--- config.mk ---
export PLATFORM = sky130hd
export DESIGN_NAME = mem_wb_stage
export DESIGN_NICKNAME = d
export VERILOG_FILES = /design/src/rtl/mem_wb_stage_pkg.sv /design/src/rtl/load_extend.sv /design/src/rtl/mem_wb_stage.sv
export SDC_FILE = /design/constraint.sdc
export NUM_CORES = 1
export LEC_CHECK = 0
export ABC_CLOCK_PERIOD_IN_PS = 3890
export CORE_ASPECT_RATIO = 2
export CORE_MARGIN = 4
export CORE_UTILIZATION = 30
export CTS_CLUSTER_SIZE = 8
export DETAILED_ROUTE_END_ITERATION = 10
export GPL_TIMING_DRIVEN = 0
export HOLD_SLACK_MARGIN = 0.08
export SLEW_MARGIN = 25
export SYNTH_ARGS = -nofsm -noshare
export SYNTH_HDL_FRONTEND = slang
export SYNTH_SLANG_ARGS = --single-unit
--- constraint.sdc ---
create_clock -name clk -period 3.89 [get_ports clk]
set_input_delay 0.5835 -clock clk [delete_from_list [all_inputs] [get_ports clk]]
set_output_delay 0.5835 -clock clk [all_outputs]
set_load 0.02 [all_outputs]
--- src/rtl/mem_wb_stage_pkg.sv ---
// Shared encodings for the MEM/WB stage: load length, write-data select, WB control word.
package mem_wb_stage_pkg;

   typedef enum logic [2:0] {
      ML_WORD   = 3'b000,
      ML_HALF_S = 3'b001,
      ML_HALF_U = 3'b010,
      ML_BYTE_S = 3'b011,
      ML_BYTE_U = 3'b100
   } memlen_e;

   typedef enum logic [1:0] {
      WD_ALU  = 2'b00,
      WD_MEM  = 2'b01,
      WD_LINK = 2'b10,
      WD_ZERO = 2'b11
   } cregwd_e;

   typedef struct packed {
      logic       valid;
      logic       regwe;
      logic [1:0] cregwd;
      logic [2:0] memlen;
   } wb_ctrl_t;

   localparam wb_ctrl_t WB_CTRL_BUBBLE = '0;

endpackage

--- src/rtl/load_extend.sv ---
// Little-endian load-data lane select and sign/zero extension of an aligned memory word.
module load_extend
   import mem_wb_stage_pkg::*;
#(
   parameter int DW = 32
) (
   input  logic [DW-1:0] word,
   input  logic [1:0]    addr,
   input  logic [2:0]    memlen,
   output logic [DW-1:0] ext
);

   logic [7:0]  b;
   logic [15:0] h;

   always_comb begin
      b = word[7:0];
      case (addr)
         2'd1:    b = word[15:8];
         2'd2:    b = word[23:16];
         2'd3:    b = word[31:24];
         default: b = word[7:0];
      endcase
      // halves ignore addr[0]; misalignment is not trapped here
      h = addr[1] ? word[31:16] : word[15:0];
   end

   always_comb begin
      ext = word;
      case (memlen)
         ML_HALF_S: ext = {{(DW-16){h[15]}}, h};
         ML_HALF_U: ext = {{(DW-16){1'b0}}, h};
         ML_BYTE_S: ext = {{(DW-8){b[7]}}, b};
         ML_BYTE_U: ext = {{(DW-8){1'b0}}, b};
         default:   ext = word;
      endcase
   end

endmodule

--- src/rtl/mem_wb_stage.sv ---
// MEM/WB pipeline register, writeback data select, register-file write port and retire counter.
module mem_wb_stage
   import mem_wb_stage_pkg::*;
#(
   parameter int DW   = 32,
   parameter int AW   = 5,
   parameter int CNTW = 32
) (
   input  logic            clk,
   input  logic            rst,
   input  logic            stall_i,
   input  logic            flush_i,
   input  logic            valid_i,
   input  logic            regwe_i,
   input  logic [1:0]      cregwd_i,
   input  logic [AW-1:0]   wa_i,
   input  logic [DW-1:0]   aluout_i,
   input  logic [DW-1:0]   memrd_i,
   input  logic [2:0]      memlen_i,
   input  logic [DW-1:0]   pc8_i,
   output logic            we_wb,
   output logic [AW-1:0]   wa_wb,
   output logic [DW-1:0]   wd_wb,
   output logic            valid_o,
   output logic [CNTW-1:0] instret_o
);

   wb_ctrl_t        ctrl_q;
   logic [AW-1:0]   wa_q;
   logic [DW-1:0]   alu_q, mem_q, pc8_q, ld_data;
   logic [CNTW-1:0] instret_q;
   logic            capture;

   assign capture = valid_i & ~stall_i & ~flush_i;

   always_ff @(posedge clk or negedge rst) begin
      if (!rst) begin
         ctrl_q <= WB_CTRL_BUBBLE;
         wa_q   <= '0;
         alu_q  <= '0;
         mem_q  <= '0;
         pc8_q  <= '0;
      end else if (flush_i) begin
         ctrl_q <= WB_CTRL_BUBBLE;
         wa_q   <= '0;
         alu_q  <= '0;
         mem_q  <= '0;
         pc8_q  <= '0;
      end else if (!stall_i) begin
         ctrl_q <= '{valid: valid_i, regwe: regwe_i, cregwd: cregwd_i, memlen: memlen_i};
         wa_q   <= wa_i;
         alu_q  <= aluout_i;
         mem_q  <= memrd_i;
         pc8_q  <= pc8_i;
      end
   end

   // free-running, wraps silently
   always_ff @(posedge clk or negedge rst) begin
      if (!rst)         instret_q <= '0;
      else if (capture) instret_q <= instret_q + 1'b1;
   end

   load_extend #(.DW(DW)) u_load_extend (
      .word   (mem_q),
      .addr   (alu_q[1:0]),
      .memlen (ctrl_q.memlen),
      .ext    (ld_data)
   );

   always_comb begin
      wd_wb = '0;
      case (ctrl_q.cregwd)
         WD_ALU:  wd_wb = alu_q;
         WD_MEM:  wd_wb = ld_data;
         WD_LINK: wd_wb = pc8_q;
         default: wd_wb = '0;
      endcase
   end

   // $0 is hardwired; a stalled instruction keeps rewriting the same value
   assign we_wb     = ctrl_q.valid & ctrl_q.regwe & (wa_q != '0);
   assign wa_wb     = wa_q;
   assign valid_o   = ctrl_q.valid;
   assign instret_o = instret_q;

endmodule

### Word-level counts from Yosys, hierarchy flattened

Cells that the tools add are included.

| storage, ports and cells | value |
|---|---|
| input port bits | 112 |
| word-level logic and storage cells | 42 |
| register bits | 140 |

| cells by class | value |
|---|---|
| reduce and logical (&&, ||, !) cells | 2 |
| add/subtract/negate cells | 1 |
| bitwise operators | 6 |
| multiplexer cells | 14 |
| equal/unequal tests | 10 |

Operators with widths:

| cell | count |
|---|---|
| 32-bit two-way mux | 6 |
| 32-bit one-hot mux with 4 select lines | 1 |
| 32-bit one-hot mux with 3 select lines | 1 |
| 32-bit by 1-bit adder with 32-bit output, second input constant | 1 |
| 8-bit one-hot mux with 3 select lines | 1 |
| 16-bit two-way mux | 1 |
| 7-bit two-way mux | 2 |
| 5-bit two-way mux | 2 |
| 2-bit equality test, second input constant | 3 |
| 3-bit by 2-bit equality test with 1-bit output, second input constant | 2 |
| 5-bit nonzero test | 1 |
| 1-bit bitwise AND | 4 |
| 2-bit by 1-bit equality test with 1-bit output, second input constant | 2 |
| 3-bit by 1-bit equality test with 1-bit output, second input constant | 1 |
| 3-bit equality test, second input constant | 1 |
| 2-bit logical NOT | 1 |
| 2-bit by 1-bit inequality test with 1-bit output, second input constant | 1 |
| 1-bit inverter | 2 |

### Longest topological paths before layout

Gate-level depths: netlist (run 1).

| logic depth | value |
|---|---|
| depth in word-level cells | 4 |
| gate-level depth with buffers | 7 |
| depth with buffers taken out | 5 |

### Modules after synthesis

A second synthesis (run 1) with hierarchy kept.

| second synthesis, totals | value |
|---|---|
| cell total of the unflattened synthesis | 717 |
| area total of the unflattened synthesis | 7546.0 sq um |

Modules (own cells, without submodules):

| module | cells each | instances | area an instance (sq um) |
|---|---|---|---|
| mem_wb_stage | 594 | 1 | 6510.0 |
| load_extend | 123 | 1 | 1036.0 |

### Worst setup path before layout (run 1)

No wires, ideal clock.

| timing path | value |
|---|---|
| path kind | register to output |
| from | register ctrl_q[1] in the netlist's numbering |
| to | output wd_wb[25] |
| slack | 1692 ps |
| stages on the path, launching flop included | 6 |
| data arrival time | 1615 ps |
| required time | 3306 ps |
| cell sequence | dfrtp_1 > nor2_1 > xnor2_1 > buf_2 > nor2_1 > o22ai_1 |

| on the way | value |
|---|---|
| cells in the longest elaborated chain, start to end | 3 |
| elaborated cells on any way between the ends | 6 |
| classes of those cells | 4 x eq/ne; 2 x mux |

RTL lines:

| what | line | text |
|---|---|---|
| from (decl) | mem_wb_stage.sv:28 | `wb_ctrl_t ctrl_q;` |
| from (signal assigned) | mem_wb_stage.sv:50 | `ctrl_q <= '{valid: valid_i, regwe: regwe_i, cregwd: cregwd_i, memlen: memlen_i};` |
| 3-bit equality test (tied with other cells) | load_extend.sv:30 | `case (memlen)` |
| 32-bit one-hot mux with 4 select lines (*) | load_extend.sv:30 |  |
| 32-bit one-hot mux with 3 select lines (*) | mem_wb_stage.sv:73 | `case (ctrl_q.cregwd)` |
| to (decl) | mem_wb_stage.sv:23 | `output logic [DW-1:0] wd_wb,` |

Mark *: on every way between the ends. The rest lies on a longest branch, timed or not.

### Final worst setup path (run 1)

| timing path | value |
|---|---|
| from | register ctrl_q[2] in the netlist's numbering |
| to | output wd_wb[5] |

The elaborated chain is that of the path after synthesis.

==> metrics.md, run 1 <==
| Metric | Value |
|---|---|
| Num rows | 80 |
| Post-DP HPWL | roughly 20,000 µm |
| Final std cells w/o fill | between 1,000 and 1,500 |
| Setup Skew | between 0.009 and 0.01 ns |
| Synth cell count leaders | 147 x nor2_1, 142 x mux2i_1, 140 x dfrtp_1 |
| Num CTS Buffers | 17 |
| Sequential fraction of the synthesis area | 0.481 |
| Status | finished, final reports clean |
| CP Cell Sequence | buf_4 -> nor3b_1 -> o21ai_0 -> o221ai_1 -> o21a_1 -> clkdlybuf4s50_1 |
| Worst slew pin tran | 0.820 ns |
| Hold Crit Class | in2async |
| TritonCTS clock tree | built |
| GRT Total Usage | 0.194 |
| Filler cells | 2,315 |
| Reg2Reg Setup Slack | around 2.1 ns |
| Setup Fix Bufs, Post-CTS | 0 |
| Die X | 118 µm |
| Area Overhead vs Synth | 39.8% |
| Buffers on Ports | 182 |
| Top-area cell type share of the netlist area | 0.481 |
| Synth Flop Type | dfrtp_1 |
| # hold bufs at CTS | 0 |
| Worst path slowest cell | clkdlybuf4s50_1 |
| Post-CTS sizing | 0 |
| Setup TNS | 0 ns |
| CTS root buf | clkbuf_16 |
| Final Cycle Share | 0.941 |
| Routed wire length | 25,900 µm |
| Cell total after placement | ~1,200 |
| DR pass1 iterations | 4 |
| Final Slew Violations | 0 |
| Final worst slack | between 0.2 and 0.25 ns |
| Setup-violating endpoint count in the final report | 0 |
| Crit path largest cell delay | 0.63 ns |
| Via count | just over 6,000 |
| Worst Setup End Kind | primary output |
| Synthesized cell area | 7290 µm² |
| Startpoint type of the worst setup path | flip-flop |
| Crit Reg-Reg Endpoint | instret_o[30] |
| Clock sinks | 140 |
| Drt wl/cell | around 21 µm |
| Ranking of synthesized cells by area | dfrtp_1 48%, mux2i_1 20%, nor2_1 7.6%, xnor2_1 3.5%, o22ai_1 2.0% |
| Crit path max-delay family | compound AO/OA/AOI/OAI gates |
| Worst Reg-to-Reg Cells | 5 |
| FMAX | around 270 MHz |
| CTS H-tree depth | 4 |
| Max Cap Viol | 0 |
| # IOs | 183 |
| RSZ-0062 raised after global routing | false |
| Post-route cell area | slightly above 10,000 µm² |
| Nets | 1,021 |
| CP Buf/Inv Count | 2 |
| Period minus WS final | around 3.7 ns |
| Pleak | approximately 4.5 nW |
| 1st-iter DRT viols | around 270 |
| Pre-CTS setup slack | 0.710 ns |
| Maximum clock path buffer count | 2 |
| Number of global-route vias before repair | 6,776 |
| Grt ovf | 0 |
| Synth Warn # | 0 |
| Worst skew pair latency | roughly 0.44 ns |
| Crit path DAT | roughly 3 ns |
| Synth Net Count | slightly above 800 |
| Area of the multi-input gates | roughly 3500 µm² |
| Starting Density | 0.305 |
| Number of synthesized flops with an enable pin | 0 |
| VDD IR-drop max | 0.330 mV |
| Ys async rst share | 1.00 |
| Average via count per standard cell | between 5 and 6 |
| Share of layout cells above drive strength 1 | 0.0793 |
| Antenna Nets Post-Route | 0 |
| Mapped Cells | between 700 and 800 |
| Crit-path max FO | 10 |
| Hold Vio Cnt, Final | 0 |
| Worst slew margin relative to its limit | 0.448 |
| Die Y | about 230 µm |
| Setup Crit Path Kind | reg2out |
| RePlAce Congestion | 0.985 |
| Seq cells post-synth | 140 |
| Syn Area/Cell | roughly 10 µm² |
| First-pass GRT wire length | between 30,000 and 40,000 µm |
| Die area | approximately 27,000 µm² |
| Critical Path RT | about 3.3 ns |
| Clock slew at reported path FFs | approximately 0.07 ns |
| Most area-hungry cell type in the Yosys netlist | dfrtp_1 |
| DR DRC count | 0 |
| Register Area | roughly 3500 µm² |
| Core outline area | around 24,000 µm² |
| Largest net degree at the start of global routing | 80 |
| Power Density | 421 nW/µm² |
| Top-count cell post-synth | nor2_1 |
| Initial antenna violation count | 7 |
| Netlist cell types | 50 |
| R2r startpoint | instret_o[0] |
| DP Area | approximately 9500 µm² |
## cells by family after synthesis
group | count (synthesis) | synth area share
xor gates and xnor gates | 33 | 0.0397
AOI/OAI and AO/OA | 81 | 0.0785
buffers and inverters | 57 | 0.0359
DFF | 140 | 0.481
adders and majority gates | 7 | 0.00996
and+or+nand+nor | 243 | 0.154
muxes | 145 | 0.201
## cells in the final DEF, fill, tap and decap left out, types with 3 or more instances in the layout
cell type | Yosys | final
a21oi_1 | 10 | 10
a221oi_1 | 7 | 7
a31o_2 | 4 | 4
and2_1 | 4 | 4
and3_1 | 7 | 7
buf_2 | 23 | 23
buf_4 | 3 | 3
bufinv_16 | 0 | 6
clkbuf_1 | 22 | 24
clkbuf_16 | 0 | 17
clkdlybuf4s50_1 | 0 | 181
dfrtp_1 | 140 | 140
diode_2 | 0 | 6
inv_1 | 7 | 7
inv_6 | 0 | 3
maj3_1 | 6 | 6
mux2i_1 | 142 | 142
nand2_1 | 29 | 29
nand2b_1 | 3 | 3
nand3_1 | 13 | 13
nand4_1 | 16 | 16
nor2_1 | 147 | 147
nor2b_1 | 3 | 3
nor3_1 | 3 | 3
nor3b_1 | 6 | 6
o21a_1 | 4 | 4
o21ai_0 | 16 | 16
o221ai_1 | 3 | 3
o22ai_1 | 23 | 23
o32ai_1 | 5 | 5
xnor2_1 | 29 | 29
xor2_1 | 4 | 4
## registers in the layout (all words and copies together) (netlist names)
| signal | count |
|---|---|
| alu_q | 32 |
| instret_o | 32 |
| mem_q | 32 |
| pc8_q | 32 |
| ctrl_q | 6 |
| wa_wb | 5 |
| valid_o | 1 |
## power by group
part	total (mW)	internal, mW	leakage (nW)	switching, mW
Sequential	1.63	1.54	1.87	0.0856
Clock	1.87	1.21	0.323	0.662
Combinational	0.785	0.372	2.32	0.413
Total	4.28	3.12	4.51	1.16
## layer usage
metal / part of all wire / GRT usage / vias to the layer above
met5: 0.00050 / 0 / -
li1: - / - / 2906
met3: 0.050 / 0.0493 / 73
met4: 0.061 / 0.134 / 2
met2: 0.55 / 0.355 / 197
met1: 0.34 / 0.187 / 3017
## final cells by class
| type | instances | share of cell area |
|---|---|---|
| Timing Repair Buffer | 183 | 0.182 |
| Clock buffer | 19 | 0.0425 |
| Inverter | 7 | 0.00258 |
| Clock inverter | 13 | 0.0232 |
| Tap cell | 287 | 0.0353 |
| Multi-Input combinational cell | 509 | 0.346 |
| Buffer | 50 | 0.0231 |
| Antenna cell | 6 | 0.00147 |
| Sequential cell | 140 | 0.344 |
## per-stage QoR
step	util	hold WS [ns]	power, mW
2_1_floorplan	-	0.288	2.03
3_3_place_gp	0.396	0.466	2.43
3_5_place_dp	0.397	0.465	2.44
4_1_cts	0.425	0.0907	4.33
5_1_grt	0.426	0.112	4.45
6_report	0.426	0.0895	4.28
## worst max path at each step
| stage | end | slack, ns | start | depth (start not counted) |
|---|---|---|---|---|
| after detailed placement | wd_wb[6] | 0.71 | ctrl_q[2] | 6 |
| after CTS | wd_wb[5] | 0.24 | ctrl_q[2] | 6 |
| after global placement | mem_q[27] | -3.68 | rst | 1 |
| after global routing | wd_wb[3] | 0.14 | alu_q[0] | 6 |
| final | wd_wb[5] | 0.23 | ctrl_q[2] | 6 |
| after floorplan | wd_wb[25] | 1.69 | ctrl_q[1] | 5 |
(Power assumes the default switching activity.)
==> run 2: changes to the inputs <==
--- a/config.mk
+++ b/config.mk
@@ -8,11 +8,11 @@
 export ABC_CLOCK_PERIOD_IN_PS = 3890
 export CORE_ASPECT_RATIO = 2
 export CORE_MARGIN = 4
-export CORE_UTILIZATION = 30
+export CORE_UTILIZATION = 54
 export CTS_CLUSTER_SIZE = 8
 export DETAILED_ROUTE_END_ITERATION = 10
-export GPL_TIMING_DRIVEN = 0
 export HOLD_SLACK_MARGIN = 0.08
+export PLACE_DENSITY = 0.87
 export SLEW_MARGIN = 25
 export SYNTH_ARGS = -nofsm -noshare
 export SYNTH_HDL_FRONTEND = slang
==> run 2 against run 1 <==
Effect of this change:
- highest routed layer is now met4
- worst setup slack got worse by 0.066 ns
- total power decreased by 6.9%
- hold slack better by 0.41 ns
- non-clock buffer count fell by 39
- die area shrank 42%
- combinational power down 5.1%
==> metrics.md, run 2 (synthesis results as in run 1) <==
| Metric | Value |
|---|---|
| # IOs | 183 (unchanged) |
| Final Cycle Share | 0.957 (+0.0168) |
| Die Y | 172 µm (-25%) |
| Worst Reg-to-Reg Cells | 5 (unchanged) |
| Commonest non-fill, non-tap cells in the layout | 179 x clkdlybuf4s50_1, 147 x nor2_1, 142 x mux2i_1 |
| Drt wl/cell | 22.2 µm (+4.0%) |
| Worst Setup End Kind | primary output |
| Largest net degree at the start of global routing | 125 (+56%) |
| Crit path DAT | 3.14 ns (+0.06 ns) |
| DR DRC count | 0 (unchanged) |
| Area Overhead vs Synth | 34.2% |
| Initial antenna violation count | 5 (-2) |
| Setup Skew | 0.00629 ns (-0.00362 ns) |
| Period minus WS final | 3.72 ns (+0.0655 ns) |
| DR pass1 iterations | 4 (unchanged) |
| First-pass GRT wire length | 35,700 µm (-9.8%) |
| Routed wire length | 23,100 µm (-11%) |
| Hold depth | 1 |
| Hold Crit Class | reg2reg |
| Grt ovf | 0 (unchanged) |
| Combinational power share | 0.187 (+0.004) |
| TritonCTS clock tree | built |
| Die X | 90.2 µm (-24%) |
| Antenna Nets Post-Route | 0 (unchanged) |
| Pre-CTS setup slack | 0.647 ns (-0.0635 ns) |
| Switching component of the power | 1.20 mW (+3.4%) |
| CTS H-tree depth | 4 (unchanged) |
| Post-DP HPWL | 16,800 µm (-18%) |
| GRT Total Usage | 0.299 (+0.105) |
| Clock slew at reported path FFs | 0.07 ns (about the same) |
| Tot Pwr | 3.99 mW (-6.9%) |
| CTS root buf | clkbuf_16 |
| Number of global-route vias before repair | 6,427 (-5.2%) |
| Num CTS Buffers | 17 (unchanged) |
| DP Area | 9140 µm² (-3.8%) |
| Final worst slack | 0.166 ns (-0.0655 ns) |
| Maximum clock path buffer count | 2 (unchanged) |
| Final Slew Violations | 0 (unchanged) |
| RePlAce Congestion | 0.963 (-2.2%) |
| Via count | 6,192 (-0.048%) |
| Worst skew pair latency | 0.42 ns (-0.02 ns) |
| Post-route cell area | 9780 µm² (-4.0%) |
| Fin util | 0.744 (+0.318) |
| Num rows | 59 (-26%) |
| Worst slew margin relative to its limit | 0.367 (-0.0805) |
| Clock sinks | 140 (unchanged) |
| Cell internal pwr | 2.79 mW (-11%) |
| Setup-violating endpoint count in the final report | 0 (unchanged) |
| Max Cap Viol | 0 (unchanged) |
| RSZ-0062 raised after global routing | false |
| Filler cells | 931 (-60%) |
| Core outline area | 13,100 µm² (-45%) |
| Final hold slack | 0.498 ns (+0.409 ns) |
| Critical Path RT | 3.31 ns (about the same) |
| Startpoint type of the worst setup path | flip-flop |
| 1st-iter DRT viols | 321 (+21%) |
| Sw Share | 0.301 (+0.0300) |
| Power Density | 408 nW/µm² (-3.1%) |
| Final std cells w/o fill | 1,040 (-14%) |
| Hold Vio Cnt, Final | 0 (unchanged) |
| Nets | 982 (-3.8%) |
| Average via count per standard cell | 5.95 (+17%) |
| Starting Density | 0.555 (+0.250) |
| Crit-path max FO | 16 (+6) |
| Status | finished, final reports clean |
| FMAX | 269 MHz (-1.8%) |
| Setup Crit Path Kind | reg2out |
| Buffers on Ports | 182 (unchanged) |
| Clock network fraction of design power | 0.402 (-0.035) |
| Cell total after placement | 1,000 (-15%) |
| Die area | 15,500 µm² (-42%) |
| Share of layout cells above drive strength 1 | 0.0692 (-0.0101) |
| Setup TNS | 0 ns (unchanged) |
| Pleak | 4.38 nW (-2.9%) |
| VDD IR-drop max | 0.303 mV (-8.1%) |
| Most common cell after layout, fill and taps aside | clkdlybuf4s50_1 |
| Worst slew pin tran | 0.949 ns (+0.129 ns) |
| Reg power frac | 0.411 (+0.031) |
-- run 2: cell count changes in the layout (fill, tap and decap cells not counted), moves of 2 or more --
| cell | before | now |
|---|---|---|
| clkdlybuf4s50_1 | 181 | 179 |
| clkbuf_8 | 0 | 3 |
| buf_2 | 23 | 0 |
| clkbuf_1 | 24 | 0 |
| bufinv_16 | 6 | 0 |
| inv_8 | 0 | 3 |
| buf_4 | 3 | 10 |
-- run 2: power by group through the flow --
stage,Sequential (mW),Combinational [mW],Clock (mW)
2_1_floorplan,1.66,0.369,0
3_3_place_gp,1.66,0.718,0
3_5_place_dp,1.66,0.737,0
4_1_cts,1.64,0.743,1.61
5_1_grt,1.65,0.796,1.68
6_report,1.64,0.745,1.60
-- run 2: layout make-up --
| cell class | count | area (µm²) | area share |
|---|---|---|---|
| diodes | 6 | 15.0 | 0.00154 |
| clock buffers | 19 | 453 | 0.0463 |
| clock inverters | 13 | 126 | 0.0129 |
| inverters | 7 | 26.3 | 0.00269 |
| multi-input cells | 509 | 3520 | 0.360 |
| flip-flops and latches | 140 | 3500 | 0.358 |
| well taps | 152 | 190 | 0.0194 |
| repair buffers | 194 | 1940 | 0.198 |
-- run 2: critical path, stage by stage (launching register included) --
cell and delay, ns:
dfrtp_1 0.72, mux2_2 0.40, o21a_1 0.20, o311ai_4 0.63, o22ai_1 0.18, clkdlybuf4s50_1 0.59
-- run 2: metal layers --
layer	track usage	vias up	routed length [µm]
met5	0	-	0
met4	0.181	0	1160
met3	0.0570	67	1080
met2	0.547	249	12800
met1	0.317	3043	8040
li1	-	2833	-
-- run 2: what timing repair did --
action / 4_1_cts / 5_1_grt
hold endpoints to repair: 0 / 6
hold buffers: 0 / 1
gates resized for setup: 0 / 0
setup buffers: 0 / 0
-- run 2: worst paths after layout --
kind / start / slack (ns) / end
setup / recovery: alu_q[1] / 0.17 / wd_wb[20]
hold / removal: instret_o[14] / 0.50 / instret_o[14]
setup reg to reg: instret_o[0] / 2.13 / instret_o[22]
hold reg to reg: instret_o[14] / 0.50 / instret_o[14]
max in group asynchronous: rst / 2.53 / mem_q[27]
min in group asynchronous: rst / 0.63 / instret_o[5]
